===== src/rtl/spi_regs_responder.sv =====
// SPI mode-3 responder with a LIS3DH-style command byte and a 64 x 8 register file.
// All SPI pins are oversampled on XCLK; local load/observe ports expose the register file.
module spi_regs_responder #(
    parameter logic [5:0] WHOAMI_ADDR = 6'h0F,
    parameter logic [7:0] WHOAMI_VAL  = 8'h33,
    parameter logic       MISO_IDLE   = 1'b0
) (
    input  logic       XCLK,
    input  logic       XRES,
    input  logic       spi_sck,
    input  logic       spi_csn,
    input  logic       spi_mosi,
    output logic       spi_miso,
    input  logic       ld_en,
    input  logic [5:0] ld_addr,
    input  logic [7:0] ld_data,
    output logic       wr_strobe,
    output logic [5:0] wr_addr,
    output logic [7:0] wr_data,
    output logic       busy
);

    localparam int unsigned ADDR_W = 6;
    localparam int unsigned DATA_W = 8;
    localparam int unsigned DEPTH  = 64;

    typedef enum logic [1:0] {IDLE, CMD, DATA} state_t;

    state_t              state_q, state_d;
    logic [1:0]          sck_sync_q, csn_sync_q, mosi_sync_q;
    logic                sck_prev_q, csn_prev_q;
    logic [2:0]          bit_cnt_q, bit_cnt_d;
    logic [DATA_W-2:0]   shift_q, shift_d;
    logic                rw_q, rw_d, ms_q, ms_d;
    logic [ADDR_W-1:0]   addr_q, addr_d;
    logic [DATA_W-1:0]   tx_sr_q, tx_sr_d;
    logic                miso_q, miso_d;
    logic                wr_strobe_q, wr_strobe_d;
    logic [ADDR_W-1:0]   wr_addr_q, wr_addr_d;
    logic [DATA_W-1:0]   wr_data_q, wr_data_d;
    logic                busy_q;
    logic                commit_c;
    logic [DATA_W-1:0]   regs_q [DEPTH];

    logic                sck_rise_c, sck_fall_c, csn_rise_c, csn_fall_c;
    logic [DATA_W-1:0]   rx_byte_c, rd_data_c;
    logic [ADDR_W-1:0]   rd_addr_c;

    // Two-flop synchronizers plus one delay stage for edge detection; idle levels on reset.
    always_ff @(posedge XCLK) begin
        if (XRES) begin
            sck_sync_q  <= 2'b11;
            csn_sync_q  <= 2'b11;
            mosi_sync_q <= 2'b00;
            sck_prev_q  <= 1'b1;
            csn_prev_q  <= 1'b1;
        end else begin
            sck_sync_q  <= {sck_sync_q[0], spi_sck};
            csn_sync_q  <= {csn_sync_q[0], spi_csn};
            mosi_sync_q <= {mosi_sync_q[0], spi_mosi};
            sck_prev_q  <= sck_sync_q[1];
            csn_prev_q  <= csn_sync_q[1];
        end
    end

    assign sck_rise_c = sck_sync_q[1] & ~sck_prev_q;
    assign sck_fall_c = ~sck_sync_q[1] & sck_prev_q;
    assign csn_rise_c = csn_sync_q[1] & ~csn_prev_q;
    assign csn_fall_c = ~csn_sync_q[1] & csn_prev_q;
    assign rx_byte_c  = {shift_q, mosi_sync_q[1]};

    // During CMD the read address comes straight from the byte being completed.
    assign rd_addr_c = (state_q == CMD) ? rx_byte_c[ADDR_W-1:0] : addr_q;
    assign rd_data_c = (rd_addr_c == WHOAMI_ADDR) ? WHOAMI_VAL : regs_q[rd_addr_c];

    always_comb begin
        state_d     = state_q;
        bit_cnt_d   = bit_cnt_q;
        shift_d     = shift_q;
        rw_d        = rw_q;
        ms_d        = ms_q;
        addr_d      = addr_q;
        tx_sr_d     = tx_sr_q;
        miso_d      = miso_q;
        wr_strobe_d = 1'b0;
        wr_addr_d   = wr_addr_q;
        wr_data_d   = wr_data_q;
        commit_c    = 1'b0;

        if (csn_rise_c) begin
            state_d   = IDLE;
            bit_cnt_d = 3'd0;
            miso_d    = MISO_IDLE;
        end else begin
            unique case (state_q)
                IDLE: begin
                    if (csn_fall_c) begin
                        state_d   = CMD;
                        bit_cnt_d = 3'd0;
                    end
                end
                CMD: begin
                    if (sck_rise_c) begin
                        shift_d   = rx_byte_c[DATA_W-2:0];
                        bit_cnt_d = bit_cnt_q + 3'd1;
                        if (bit_cnt_q == 3'd7) begin
                            state_d = DATA;
                            rw_d    = rx_byte_c[7];
                            ms_d    = rx_byte_c[6];
                            addr_d  = rx_byte_c[ADDR_W-1:0];
                            if (rx_byte_c[7]) begin
                                tx_sr_d = rd_data_c;
                                if (rx_byte_c[6]) addr_d = rx_byte_c[ADDR_W-1:0] + 6'd1;
                            end
                        end
                    end
                end
                DATA: begin
                    if (sck_rise_c) begin
                        shift_d   = rx_byte_c[DATA_W-2:0];
                        bit_cnt_d = bit_cnt_q + 3'd1;
                        if (bit_cnt_q == 3'd7) begin
                            if (ms_q) addr_d = addr_q + 6'd1;
                            if (rw_q) begin
                                tx_sr_d = rd_data_c;
                            end else begin
                                commit_c    = 1'b1;
                                wr_strobe_d = 1'b1;
                                wr_addr_d   = addr_q;
                                wr_data_d   = rx_byte_c;
                            end
                        end
                    end else if (sck_fall_c && rw_q) begin
                        miso_d  = tx_sr_q[7];
                        tx_sr_d = {tx_sr_q[6:0], 1'b0};
                    end
                end
                default: state_d = IDLE;
            endcase
        end
    end

    always_ff @(posedge XCLK) begin
        if (XRES) begin
            state_q     <= IDLE;
            bit_cnt_q   <= 3'd0;
            shift_q     <= '0;
            rw_q        <= 1'b0;
            ms_q        <= 1'b0;
            addr_q      <= '0;
            tx_sr_q     <= '0;
            miso_q      <= MISO_IDLE;
            wr_strobe_q <= 1'b0;
            wr_addr_q   <= '0;
            wr_data_q   <= '0;
            busy_q      <= 1'b0;
        end else begin
            state_q     <= state_d;
            bit_cnt_q   <= bit_cnt_d;
            shift_q     <= shift_d;
            rw_q        <= rw_d;
            ms_q        <= ms_d;
            addr_q      <= addr_d;
            tx_sr_q     <= tx_sr_d;
            miso_q      <= miso_d;
            wr_strobe_q <= wr_strobe_d;
            wr_addr_q   <= wr_addr_d;
            wr_data_q   <= wr_data_d;
            busy_q      <= (state_d != IDLE);
        end
    end

    // Register file: an SPI commit takes priority over a local load to the same address.
    always_ff @(posedge XCLK) begin
        if (XRES) begin
            regs_q <= '{default: '0};
        end else begin
            if (ld_en && (ld_addr != WHOAMI_ADDR) && !(commit_c && (ld_addr == addr_q)))
                regs_q[ld_addr] <= ld_data;
            if (commit_c && (addr_q != WHOAMI_ADDR))
                regs_q[addr_q] <= rx_byte_c;
        end
    end

    assign spi_miso  = miso_q;
    assign wr_strobe = wr_strobe_q;
    assign wr_addr   = wr_addr_q;
    assign wr_data   = wr_data_q;
    assign busy      = busy_q;

endmodule


===== config.mk =====
export PLATFORM = sky130hd
export DESIGN_NAME = spi_regs_responder
export DESIGN_NICKNAME = d
export VERILOG_FILES = /design/src/rtl/spi_regs_responder.sv
export SDC_FILE = /design/constraint.sdc
export NUM_CORES = 2
export LEC_CHECK = 0
export ABC_AREA = 1
export CAP_MARGIN = 20
export CORE_MARGIN = 2
export CORE_UTILIZATION = 40
export CTS_CLUSTER_SIZE = 30
export DETAILED_ROUTE_END_ITERATION = 12
export MAX_ROUTING_LAYER = met4
export PLACE_DENSITY = 0.59
export SLEW_MARGIN = 20
export SYNTH_ARGS = -nofsm -noshare
export SYNTH_HDL_FRONTEND = slang
export SYNTH_SLANG_ARGS = --single-unit

===== constraint.sdc =====
create_clock -name XCLK -period 6.1 [get_ports XCLK]
set_input_delay 1.22 -clock XCLK [delete_from_list [all_inputs] [get_ports XCLK]]
set_output_delay 1.22 -clock XCLK [all_outputs]
set_load 0.01 [all_outputs]

==> impl_metrics.toml <==
[sta]
final_period_minus_worst_setup_slack_ps = 4070
finalClockSkew_ps = 30.2
worstMarginPinSlew_ps = 1180
final_max_slew_violation_count = 0
relSlewSlack_pct = 21.0
tns_ps = 0
rsz0062_at_grt = "false"
timing_hold_violations_final = 0
report.final.setup_viol = 0
fin_ws_ps = 2030
fmax_ghz = 0.246
period_share_pct = 66.8

[yosys]
post_synth_main_area_contributors = "sky130_fd_sc_hd__dfxtp_1, sky130_fd_sc_hd__nand2_1, sky130_fd_sc_hd__o21ai_0"
synth.lib_cells_used.distinct = 38
area_of_the_mapped_netlist_um2 = 32300
synth-async-reset-ratio_pct = 0
ys.flop_type = "sky130_fd_sc_hd__dfxtp_1"
synth_top_cell_area_share_pct = 35.1
yosys-top-cells-count = "sky130_fd_sc_hd__nand2_1, sky130_fd_sc_hd__inv_1, sky130_fd_sc_hd__dfxtp_1"
syn-mean-instance-area_um2 = 6.09
synth_edf_count = 0
synthesis.instances = 5296
synthesis.yosys.warnings = 0
yosysSeqAreaShare_pct = 35.1
yosys_register_bits = 565
synthDominantAreaCellType = "sky130_fd_sc_hd__dfxtp_1"
syn-num-nets = 5325
yosys.cell_count.top_type = "sky130_fd_sc_hd__nand2_1"

[die]
placeableCoreArea_um2 = 80200
die_height_um = 288
die-area_um2 = 82900
core.rowCount = 104
design.portCount = 37
initial_core_utilization_pct = 40.2
chipWidth_um = 288

[hold_path]
holdPathEnd = "mosi_sync_q[1]"
hold_path_depth = 2
worst_hold_startpoint = "mosi_sync_q[0]"
min_path_type = "reg -> reg"

[clock_tree]
cts_setup_buffers = 0
tritoncts.num_buffers = 69
clk_pin_slew_ps = 60
postCtsResizedCells = 0
cts_tree = "built"
clock_tree.root_cell = "sky130_fd_sc_hd__clkbuf_16"
clkLatencyLatePin_ps = 630
h-tree-depth = 3
ctsHoldBuffers = 0
tritoncts_num_sinks = 565
max_root_sink_buffers = 3

[grt]
grt_usage_pct = 31.4
grt_antenna_before_repair = 5
largest_net_degree_at_the_start_of_global_routing = 189
grt_overflow = 0
grt_pass1_vias = 30200
wire_length_of_the_first_global_routing_pass_um = 193000

[routing]
post-route-drc-count = 0
detail_route.wirelength_um = 130000
drt-wirelength-per-cell_um = 21.0
dr.first_iter.drc_count = 4253
drt_pass1_iterations = 6
total_via_count_after_detailed_routing = 34700
route.antenna.remaining_nets = 0
via_density_per_instance = 5.61

[setup_path]
cp_data_arrival_time_ps = 4570
setup.worst_path.class = "in -> reg"
critical_path.endpoint_type = "flip-flop"
critical_r2r_capture = "tx_sr_q[0]"
timing.critical_path.required_ps = 6590
r2r_setup_slack_ps = 2090
max_stage_delay_ps = 640
timing.critical_path.slowest_stage_cell = "sky130_fd_sc_hd__clkdlybuf4s50_1"
worst_flop_to_flop_path_startpoint = "state_q[1]"
path_max_fanout = 16
critPathLaunchType = "input port"
reg2reg_depth = 16
worstPathCellList = "clkdlybuf4s50_1 > clkinv_1 > nor3_4 > a21boi_1 > nand2_1 > nor2_1 > nand2_1 > o21ai_0 > o21ai_0 > inv_1"

[place]
postPlaceCellArea_um2 = 32900
place_ws_ps = 1480
gp_congestion = 0.936
io_buffer_count = 36
detailedPlacementHpwl_um = 76900

[cells_and_area]
flow.area_growth_from_synthesis_pct = 8.94
final_util_pct = 43.8
layout-drive-gt1-share_pct = 4.41
nNetsFinal = 5103
finalInstanceArea_um2 = 35100

[power_and_ir_drop]
report.power.total_mw = 8.40
power.leakage_nw = 16.2
power_density_nw_per_um2 = 239
ir_drop_mv = 0.177

[run]
max_cap_viol_count = 0

[status]
outcome = "finished clean"
[kinds of logic after synthesis]
kind of cell	share of synthesized area (%)
buf+inv	13.0
xor+xnor	0.136
fa+ha+maj	0.349
flops	35.1
compound gates	21.4
simple gates	30.0
[metrics by stage]
stage | instances | hold slack [ps]
6_report | 6183 | 406
5_1_grt | 6182 | 435
4_1_cts | 6180 | 409
3_5_place_dp | 6063 | 401
3_3_place_gp | 6063 | 395
2_1_floorplan | 5296 | 388
[per-layer routing]
layer / GRT usage (%) / routed length (µm) / vias to the layer above
met5: - / 0 / -
met2: 45.6 / 54700 / 1747
li1: - / - / 16600
met4: 12.0 / 5410 / 0
met3: 4.97 / 13500 / 324
met1: 43.6 / 56200 / 16000
[where the power goes]
part | total, mW | leakage [nW] | internal, mW | switching (mW)
sequential | 3.72 | 4.55 | 3.71 | 0.0104
clock | 4.11 | 1.09 | 2.37 | 1.74
combinational | 0.575 | 10.6 | 0.134 | 0.441
[state kept, by name (all words and copies together), names as in the netlist]
signal	count
shift_q	7
wr_strobe	1
wr_addr	6
regs_q	512
sck_sync_q	2
busy	1
rw_q	1
state_q	2
addr_q	6
spi_miso	1
csn_prev_q	1
csn_sync_q	2
sck_prev_q	1
tx_sr_q	8
mosi_sync_q	2
wr_data	8
bit_cnt_q	3
ms_q	1
[placed cells by master, fill, tap and decap left out, types with 4 or more instances in the layout]
cell / instances
sky130_fd_sc_hd__a21oi_1: 505
sky130_fd_sc_hd__a31oi_1: 14
sky130_fd_sc_hd__buf_12: 6
sky130_fd_sc_hd__buf_4: 53
sky130_fd_sc_hd__clkbuf_1: 15
sky130_fd_sc_hd__clkbuf_16: 71
sky130_fd_sc_hd__clkbuf_8: 16
sky130_fd_sc_hd__clkdlybuf4s50_1: 35
sky130_fd_sc_hd__clkinv_1: 10
sky130_fd_sc_hd__clkinv_2: 10
sky130_fd_sc_hd__dfxtp_1: 561
sky130_fd_sc_hd__dfxtp_2: 4
sky130_fd_sc_hd__ha_1: 9
sky130_fd_sc_hd__inv_1: 654
sky130_fd_sc_hd__inv_2: 20
sky130_fd_sc_hd__nand2_1: 1369
sky130_fd_sc_hd__nand3_1: 524
sky130_fd_sc_hd__nor2_1: 409
sky130_fd_sc_hd__nor2_2: 15
sky130_fd_sc_hd__nor3_1: 28
sky130_fd_sc_hd__nor3_4: 6
sky130_fd_sc_hd__o211ai_1: 181
sky130_fd_sc_hd__o21ai_0: 557
sky130_fd_sc_hd__o21ai_1: 4
sky130_fd_sc_hd__or2_2: 5
sky130_fd_sc_hd__xor2_1: 5
[final cells by class]
cell class	instances	area, µm²
Antenna cell	3	7.51
Clock buffer	102	2050
Clock inverter	15	136
Fill cell	8619	45000
Inverter	686	2580
Multi-Input combinational cell	3657	16800
Sequential cell	565	11300
Tap cell	1060	1330
Timing Repair Buffer	95	883
[critical path, delay by kind of cell]
kind	cells	cell delay (ps)
AO/OA/AOI/OAI	3	460
buffers and inverters	3	940
AND/OR/NAND/NOR	4	1950
[worst max-delay path by stage]
stage	startpoint	endpoint	slack, ps	cells past startpoint
floorplan	ld_addr[1]	regs_q[91]	3180	12
global placement	ld_addr[2]	regs_q[430]	1530	11
detailed placement	ld_addr[2]	regs_q[429]	1480	11
CTS	ld_addr[1]	regs_q[74]	2150	10
global route	ld_addr[1]	regs_q[424]	1810	10
finish	ld_addr[1]	regs_q[74]	2030	10
Power figures use the tool's default switching activity.
